**src/rtl/multicycle_control.sv**
```systemverilog
// Multi-cycle RV32I control unit: sequences fetch/decode/execute/memory/writeback
// and decodes the datapath strobes from the state and the latched instruction fields.
module multicycle_control #(
    parameter bit ENABLE_MULDIV = 1'b1,
    parameter int WAIT_W        = 4,
    parameter int WAIT_LIMIT    = 15
) (
    input  logic       CLK,
    input  logic       RSTn,
    input  logic [6:0] opcode,
    input  logic [2:0] funct3,
    input  logic       funct7_0,
    input  logic       i_mem_ready,
    input  logic       d_mem_ready,
    input  logic       branch_taken,
    input  logic       muldiv_done,
    output logic [2:0] state,
    output logic       I_MEM_REQ,
    output logic       IRWrite,
    output logic       D_MEM_REQ,
    output logic       MemWrite,
    output logic       RegWrite,
    output logic       PCWrite,
    output logic [1:0] PCSrc,
    output logic [6:0] ALUOp,
    output logic       ALUSrc1,
    output logic [1:0] ALUSrc2,
    output logic       MemtoReg,
    output logic [3:0] BE,
    output logic       muldiv_start,
    output logic [1:0] trap_cause
);

    typedef enum logic [2:0] {
        S_IDLE   = 3'd0,
        S_FETCH  = 3'd1,
        S_DECODE = 3'd2,
        S_EXEC   = 3'd3,
        S_MEM    = 3'd4,
        S_WB     = 3'd5,
        S_MULDIV = 3'd6,
        S_TRAP   = 3'd7
    } state_t;

    typedef enum logic [1:0] {
        CAUSE_NONE    = 2'b00,
        CAUSE_ILLEGAL = 2'b01,
        CAUSE_IMEM    = 2'b10,
        CAUSE_DMEM    = 2'b11
    } cause_t;

    localparam logic [6:0] OP_LUI    = 7'b0110111;
    localparam logic [6:0] OP_AUIPC  = 7'b0010111;
    localparam logic [6:0] OP_JAL    = 7'b1101111;
    localparam logic [6:0] OP_JALR   = 7'b1100111;
    localparam logic [6:0] OP_BRANCH = 7'b1100011;
    localparam logic [6:0] OP_LOAD   = 7'b0000011;
    localparam logic [6:0] OP_STORE  = 7'b0100011;
    localparam logic [6:0] OP_IMM    = 7'b0010011;
    localparam logic [6:0] OP_REG    = 7'b0110011;

    localparam logic [WAIT_W-1:0] LIMIT      = WAIT_W'(WAIT_LIMIT);
    localparam bit                TIMEOUT_EN = (WAIT_LIMIT != 0);

    state_t            cur_state;
    state_t            nxt_state;
    cause_t            cause_q;
    cause_t            cause_nxt;
    logic [6:0]        op_q;
    // Only the access-size bits of funct3 matter after DECODE; funct7_0 is consumed in DECODE.
    logic [1:0]        size_q;
    logic [WAIT_W-1:0] wait_cnt;
    logic              legal_live;
    logic              muldiv_live;
    logic              wait_expired;
    logic              ready_sel;
    logic              is_load_q;
    logic              is_store_q;

    assign muldiv_live  = ENABLE_MULDIV && (opcode == OP_REG) && funct7_0;
    assign wait_expired = TIMEOUT_EN && (wait_cnt == LIMIT);
    assign ready_sel    = (cur_state == S_FETCH) ? i_mem_ready : d_mem_ready;
    assign is_load_q    = (op_q == OP_LOAD);
    assign is_store_q   = (op_q == OP_STORE);
    assign state        = cur_state;

    always_comb begin
        legal_live = 1'b0;
        case (opcode)
            OP_LUI, OP_AUIPC, OP_JAL, OP_JALR, OP_IMM: legal_live = 1'b1;
            OP_REG:    legal_live = !funct7_0 || ENABLE_MULDIV;
            OP_LOAD:   legal_live = funct3 inside {3'b000, 3'b001, 3'b010, 3'b100, 3'b101};
            OP_STORE:  legal_live = funct3 inside {3'b000, 3'b001, 3'b010};
            OP_BRANCH: legal_live = !(funct3 inside {3'b010, 3'b011});
            default:   legal_live = 1'b0;
        endcase
    end

    // NOTE: sequential state uses non-blocking assignments so every register samples
    // pre-edge values; blocking here would create order-dependent simulation races.
    always_ff @(posedge CLK or negedge RSTn) begin
        if (!RSTn) begin
            cur_state <= S_IDLE;
        end else begin
            cur_state <= nxt_state;
        end
    end

    always_ff @(posedge CLK or negedge RSTn) begin
        if (!RSTn) begin
            op_q     <= '0;
            size_q   <= '0;
            cause_q  <= CAUSE_NONE;
            wait_cnt <= '0;
        end else begin
            if (cur_state == S_DECODE) begin
                op_q   <= opcode;
                size_q <= funct3[1:0];
            end
            if (nxt_state == S_TRAP && cur_state != S_TRAP) begin
                cause_q <= cause_nxt;
            end
            // Cleared on any state change so each FETCH/MEM visit starts from zero.
            if (nxt_state != cur_state) begin
                wait_cnt <= '0;
            end else if ((cur_state == S_FETCH || cur_state == S_MEM) && !ready_sel
                         && wait_cnt != '1) begin
                wait_cnt <= wait_cnt + 1'b1;
            end
        end
    end

    // NOTE: every combinational output gets a default before the case so no path
    // leaves a variable unassigned, which would otherwise infer a latch.
    always_comb begin
        nxt_state = cur_state;
        cause_nxt = cause_q;
        case (cur_state)
            S_IDLE: nxt_state = S_FETCH;
            S_FETCH: begin
                if (i_mem_ready) begin
                    nxt_state = S_DECODE;
                end else if (wait_expired) begin
                    nxt_state = S_TRAP;
                    cause_nxt = CAUSE_IMEM;
                end
            end
            S_DECODE: begin
                if (!legal_live) begin
                    nxt_state = S_TRAP;
                    cause_nxt = CAUSE_ILLEGAL;
                end else if (muldiv_live) begin
                    nxt_state = S_MULDIV;
                end else begin
                    nxt_state = S_EXEC;
                end
            end
            S_EXEC: begin
                if (op_q == OP_BRANCH) begin
                    nxt_state = S_FETCH;
                end else if (is_load_q || is_store_q) begin
                    nxt_state = S_MEM;
                end else begin
                    nxt_state = S_WB;
                end
            end
            S_MEM: begin
                if (d_mem_ready) begin
                    nxt_state = is_store_q ? S_FETCH : S_WB;
                end else if (wait_expired) begin
                    nxt_state = S_TRAP;
                    cause_nxt = CAUSE_DMEM;
                end
            end
            S_MULDIV: if (muldiv_done) nxt_state = S_WB;
            S_WB:     nxt_state = S_FETCH;
            S_TRAP:   nxt_state = S_TRAP;
            default:  nxt_state = S_IDLE;
        endcase
    end

    always_comb begin
        I_MEM_REQ    = 1'b0;
        IRWrite      = 1'b0;
        D_MEM_REQ    = 1'b0;
        MemWrite     = 1'b0;
        RegWrite     = 1'b0;
        PCWrite      = 1'b0;
        PCSrc        = 2'b00;
        ALUOp        = (cur_state == S_IDLE) ? 7'd0 : op_q;
        ALUSrc1      = 1'b0;
        ALUSrc2      = 2'b00;
        MemtoReg     = 1'b0;
        BE           = 4'b0000;
        muldiv_start = 1'b0;
        trap_cause   = 2'b00;
        case (cur_state)
            S_FETCH: begin
                I_MEM_REQ = 1'b1;
                IRWrite   = i_mem_ready;
            end
            S_DECODE: muldiv_start = muldiv_live;
            S_EXEC: begin
                case (op_q)
                    OP_IMM, OP_LOAD, OP_STORE: ALUSrc2 = 2'b01;
                    OP_LUI, OP_AUIPC: begin
                        ALUSrc1 = 1'b1;
                        ALUSrc2 = 2'b01;
                    end
                    OP_JAL, OP_JALR: begin
                        ALUSrc1 = 1'b1;
                        ALUSrc2 = 2'b10;
                    end
                    default: ALUSrc2 = 2'b00;
                endcase
                if (op_q == OP_BRANCH) begin
                    PCWrite = 1'b1;
                    PCSrc   = branch_taken ? 2'b01 : 2'b00;
                end
            end
            S_MEM: begin
                D_MEM_REQ = 1'b1;
                MemWrite  = is_store_q;
                case (size_q)
                    2'b00:   BE = 4'b0001;
                    2'b01:   BE = 4'b0011;
                    default: BE = 4'b1111;
                endcase
                // A store retires on its ready cycle; loads retire in WB.
                PCWrite = is_store_q && d_mem_ready;
            end
            S_WB: begin
                RegWrite = 1'b1;
                PCWrite  = 1'b1;
                MemtoReg = is_load_q;
                if (op_q == OP_JAL) begin
                    PCSrc = 2'b01;
                end else if (op_q == OP_JALR) begin
                    PCSrc = 2'b10;
                end
            end
            S_TRAP:  trap_cause = cause_q;
            default: ALUSrc2 = 2'b00;
        endcase
    end

endmodule
```
**config.mk**
```make
export PLATFORM = sky130hd
export DESIGN_NAME = multicycle_control
export DESIGN_NICKNAME = d
export VERILOG_FILES = /design/src/rtl/multicycle_control.sv
export SDC_FILE = /design/constraint.sdc
export NUM_CORES = 1
export LEC_CHECK = 0
export CAP_MARGIN = 10
export CORE_MARGIN = 2
export CORE_UTILIZATION = 32
export CTS_BUF_LIST = sky130_fd_sc_hd__clkbuf_4
export DETAILED_ROUTE_END_ITERATION = 16
export DONT_BUFFER_PORTS = 1
export SLEW_MARGIN = 20
export SYNTH_ARGS = -nofsm -noshare
export SYNTH_HDL_FRONTEND = slang
export SYNTH_SLANG_ARGS = --single-unit
```
**constraint.sdc**
```tcl
create_clock -name CLK -period 4.8 [get_ports CLK]
set_input_delay 0.96 -clock CLK [delete_from_list [all_inputs] [get_ports CLK]]
set_output_delay 0.96 -clock CLK [all_outputs]
set_load 0.01 [all_outputs]
```
* After elaboration in Yosys (flattened, before gate mapping)
Index checks and enable logic that the tools add are counted.
Operators by class: add/sub/neg operators 1, multipliers 0, div/mod/pow operators 0, order comparisons 0, equal/unequal tests 40, shift-type cells 0, mux-type cells 42, bitwise operators 0, reduce and logical (&&, ||, !) cells 23
Operator list (count):
- == test 7 bit (second input constant) | 6
- == test 7 x 6 -> 1 bit (second input constant) | 5
- == test 7 x 5 -> 1 bit (second input constant) | 4
- 2-to-1 mux 3 bit | 8
- == test 3 bit (second input constant) | 7
- case mux 3 bit (7 select lines) | 1
- 2-to-1 mux 2 bit | 9
- == test 7 x 2 -> 1 bit (second input constant) | 2
- 2-to-1 mux 1 bit | 14
- == test 3 x 2 -> 1 bit (second input constant) | 4
- 2-to-1 mux 4 bit | 3
- inequality test 2 bit (second input constant) | 5
- case mux 2 bit (2 select lines) | 2
- case mux 4 bit (2 select lines) | 1
- 2-to-1 mux 7 bit | 1
- AND reduction 7 bit | 1
- == test 3 x 1 -> 1 bit (second input constant) | 2
- logical NOT 3 bit | 2
- case mux 2 bit (3 select lines) | 1
- nonzero test 3 bit | 2
- OR reduction 6 bit | 1
- logical AND 1 bit | 5
- nonzero test 5 bit | 1
- OR reduction 5 bit | 1
- 14 further kinds | 18
Word-level totals: register bits after elaboration 18, latch bits 0, memory bits (writable) 0, bits in read-only memories 0, input bits 17, output and inout bits 29, logic and storage cells 111, memories kept 0

* Longest topological paths before layout
word-level depth 9, depth in mapped cells 6, depth with buffers taken out 6

* Worst setup path before layout
Ideal clock, no wire load.
path type register -> output, start point reg cur_state[1], in the netlist state[1], end point out BE[3], arrival 1780 ps, required time 3840 ps, slack 2060 ps, cell stages (with the launch flop) 6, path buffers 3, cell sequence dfrtp_1 -> clkbuf_1 -> clkbuf_1 -> nor3_1 -> and2_1 -> buf_4
On the way: longest elaborated chain between the ends 2
Ends and longest elaborated chain:
- start, declared | line 65 | state_t cur_state;
- start signal, assigned | line 105 | cur_state <= nxt_state;
- == test 3 bit | line 197 | case (cur_state)
- 2-to-1 mux 4 bit | line 197
- end, declared | line 29 | output logic [3:0] BE,
Every way passes these cells.

* Final worst setup path
start point reg cur_state[2], in the netlist state[2], end point out BE[2]
The elaborated chain is that of the path after synthesis.

==> impl_metrics.env <==
export IMPL_period_share_pct=67.7
export IMPL_switching_share_pct=48.6
export IMPL_cts_root_buffer="clkbuf_4"
export IMPL_vias=1225
export IMPL_cts_resized=0
export IMPL_grt_pass1_vias=1191
export IMPL_p_int_uw=394
export IMPL_synth_top_flop_cell="dfrtp_1"
export IMPL_setup_violations=0
export IMPL_syn2layout_area_growth_pct=3.78
export IMPL_final_cells=206
export IMPL_postRouteAntennaNets=0
export IMPL_htree_num_levels=1
export IMPL_p_leak_nw=0.567
export IMPL_path_class="register to primary output"
export IMPL_slew_headroom_pct=36.8
export IMPL_clkSlewWorstSetupHoldPaths_ns=0.11
export IMPL_crit_path_start="state[2]"
export IMPL_drt_total_wl_mm=3.55
export IMPL_final_max_slew_viol_count=0
export IMPL_r2r_cells=5
export IMPL_synth_distinct_cells=49
export IMPL_vias_per_cell=5.95
export IMPL_crit_arrival_ns=2.29
export IMPL_drive_gt1_share_pct=10.9
export IMPL_grt_pass1_wl_mm=5.73
export IMPL_grt_max_degree=26
export IMPL_clock_sinks=18
export IMPL_synth_seq_cells=18
export IMPL_max_freq_mhz=308
export IMPL_hpwl_mm=2.77
export IMPL_place_congestion=0.845
export IMPL_utilization_pct=35.0
export IMPL_async_flop_share_pct=100
export IMPL_io_pins=46
export IMPL_start_util_pct=33.7
export IMPL_chipHeight_um=69.1
export IMPL_skew_ns=0.0102
export IMPL_antenna_found_initial=0
export IMPL_finalCriticalPeriod_ns=3.25
export IMPL_reg2reg_from="state[0]"
export IMPL_nFillCells=433
export IMPL_yosysTopAreaCell="dfrtp_1"
export IMPL_yosys_top_cells_area="dfrtp_1 (33%), mux2_2 (7.5%), nor3_1 (5.2%)"
export IMPL_clk_latency_ns=0.30
export IMPL_tns_ns=0
export IMPL_crit_fanout=14
export IMPL_post_cts_setup_buffers=0
export IMPL_avgRoutedWirePerCell_um=17.2
export IMPL_cts_made_buffers=3
export IMPL_pwr_share_clk_pct=10.1
export IMPL_gr_total_overflow=0
export IMPL_yosysSeqAreaShare_pct=33.2
export IMPL_dp_cells=202
export IMPL_rsz0062_at_grt="false"
export IMPL_finalNetCount=175
export IMPL_initialDrtViolationCount=58
export IMPL_power_share_combinational_pct=47.0
export IMPL_yosys_warnings=0
export IMPL_path_cells="inv_1 > nor3_1 > and2_1"
export IMPL_r2r_end="wait_cnt[1]"
export IMPL_die_w_um=69.1
export IMPL_yosysTopAreaCellShare_pct=33.2
export IMPL_portBuffers=0
export IMPL_hold_class="input pin to async pin"
export IMPL_finalHoldViolations=0
export IMPL_avgSynthCellArea_um2=8.48
export IMPL_grt_usage_pct=14.7
export IMPL_cts_tree="built"
export IMPL_firstDrtPassIters=4
export IMPL_max_cap_violations=0
export IMPL_core_um2=4030
export IMPL_syn_num_nets=178
export IMPL_report_power_total_uw=766
export IMPL_n_antenna_cell=0
export IMPL_rows=23
export IMPL_dieArea_um2=4780
export IMPL_max_stage_delay_ns=0.80
export IMPL_synth_edf_count=0
export IMPL_powerDensity_nw_per_um2=543
export IMPL_clk_path_buf_depth=2
export IMPL_r2r_setup_slack_ns=2.53
export IMPL_start_kind="register"
export IMPL_drc=0
export IMPL_peakVddDrop_mv=0.159
export IMPL_synth_area_um2=1360
export IMPL_hold_buffers=0
export IMPL_layout_cells_most_common="dfrtp_1"
export IMPL_seqPwrFrac_pct=42.9
export IMPL_p_switching_uw=372
export IMPL_final_area_um2=1410
export IMPL_crit_slowest_cell="nor3_1"
export IMPL_status="completed"
export IMPL_required_ns=3.84
export IMPL_synth_cells=160
export IMPL_placed_cell_area_um2=1380
export IMPL_mostFrequentLayoutCells="dfrtp_1 (18), nor3_1 (14), nor2_1 (14), nor2b_1 (10)"
export IMPL_tightest_slew_ns=0.941
export IMPL_crit_path_end_kind="primary output"
[layout make-up]
type	instances	area, µm²	area share [%]
clock buffer	3	22.5	1.60
multi-input combinational	127	840	59.6
tap	50	62.6	4.44
sequential	18	450	32.0
timing repair buffer	1	7.51	0.533
clock inverter	1	3.75	0.266
inverter	6	22.5	1.60
[logic make-up after synthesis]
family | synth area share (%)
AO/OA/AOI/OAI | 17.5
XOR/XNOR | 1.94
adder cells (fa/ha/maj) | 0.922
buffers and inverters | 4.98
flip-flops | 33.2
multiplexers | 8.20
AND/OR/NAND/NOR | 33.3
[worst max path at each step]
stage / to / slack, ns
after detailed placement: BE[2] / 1.86
after global routing: BE[3] / 1.29
after global placement: BE[2] / 1.93
final: BE[2] / 1.55
after floorplan: BE[3] / 2.06
after CTS: BE[2] / 1.50
[sequential cells by signal, summed over array words and instances, names as in the netlist]
register	flops
op_q	7
wait_cnt	4
state	3
cause_q	2
size_q	2
[cells in the mapped netlist, types with 2 or more instances]
| library cell | instances |
|---|---|
| a21oi_1 | 6 |
| a31oi_1 | 3 |
| and3_1 | 3 |
| and4b_1 | 2 |
| buf_2 | 3 |
| buf_4 | 2 |
| clkbuf_1 | 4 |
| dfrtp_1 | 18 |
| inv_1 | 6 |
| mux2_2 | 9 |
| nand2_1 | 9 |
| nand2b_1 | 2 |
| nand3_1 | 7 |
| nor2_1 | 14 |
| nor2b_1 | 10 |
| nor3_1 | 14 |
| nor3b_1 | 2 |
| nor4_1 | 2 |
| o211ai_1 | 3 |
| o21a_1 | 3 |
| o21ai_0 | 6 |
| or3_1 | 3 |
| xor2_1 | 3 |
[stage by stage]
| step | setup slack [ns] | hold WS, ns |
|---|---|---|
| floorplan | 2.06 | 0.464 |
| global placement | 1.93 | 0.479 |
| detailed placement | 1.86 | 0.484 |
| CTS | 1.50 | 0.329 |
| global route | 1.29 | 0.310 |
| finish | 1.55 | 0.340 |
[per-layer routing]
| layer | up-vias | part of all wire, % | global-route usage (%) |
|---|---|---|---|
| met2 | 49 | 47 | 22.0 |
| met1 | 581 | 43 | 18.1 |
| met5 | - | 0 | 0 |
| met3 | 8 | 8.3 | 5.70 |
| met4 | 0 | 1.8 | 7.63 |
| li1 | 587 | - | - |
[critical path: cells and delay by family, from the launching register on]
family	cells	cell delay (ns)
buffers and inverters	1	0.18
AND/OR/NAND/NOR	2	1.15
flip-flops	1	0.66
[power groups by stage]
stage                     clock, mW  combinational, mW  sequential (mW)
after detailed placement          0              0.359            0.328
final                        0.0776              0.360            0.328
after floorplan                   0              0.350            0.260
after global routing         0.0901              0.396            0.341
after global placement            0              0.351            0.321
after CTS                    0.0816              0.359            0.325
(Power assumes the default switching activity.)
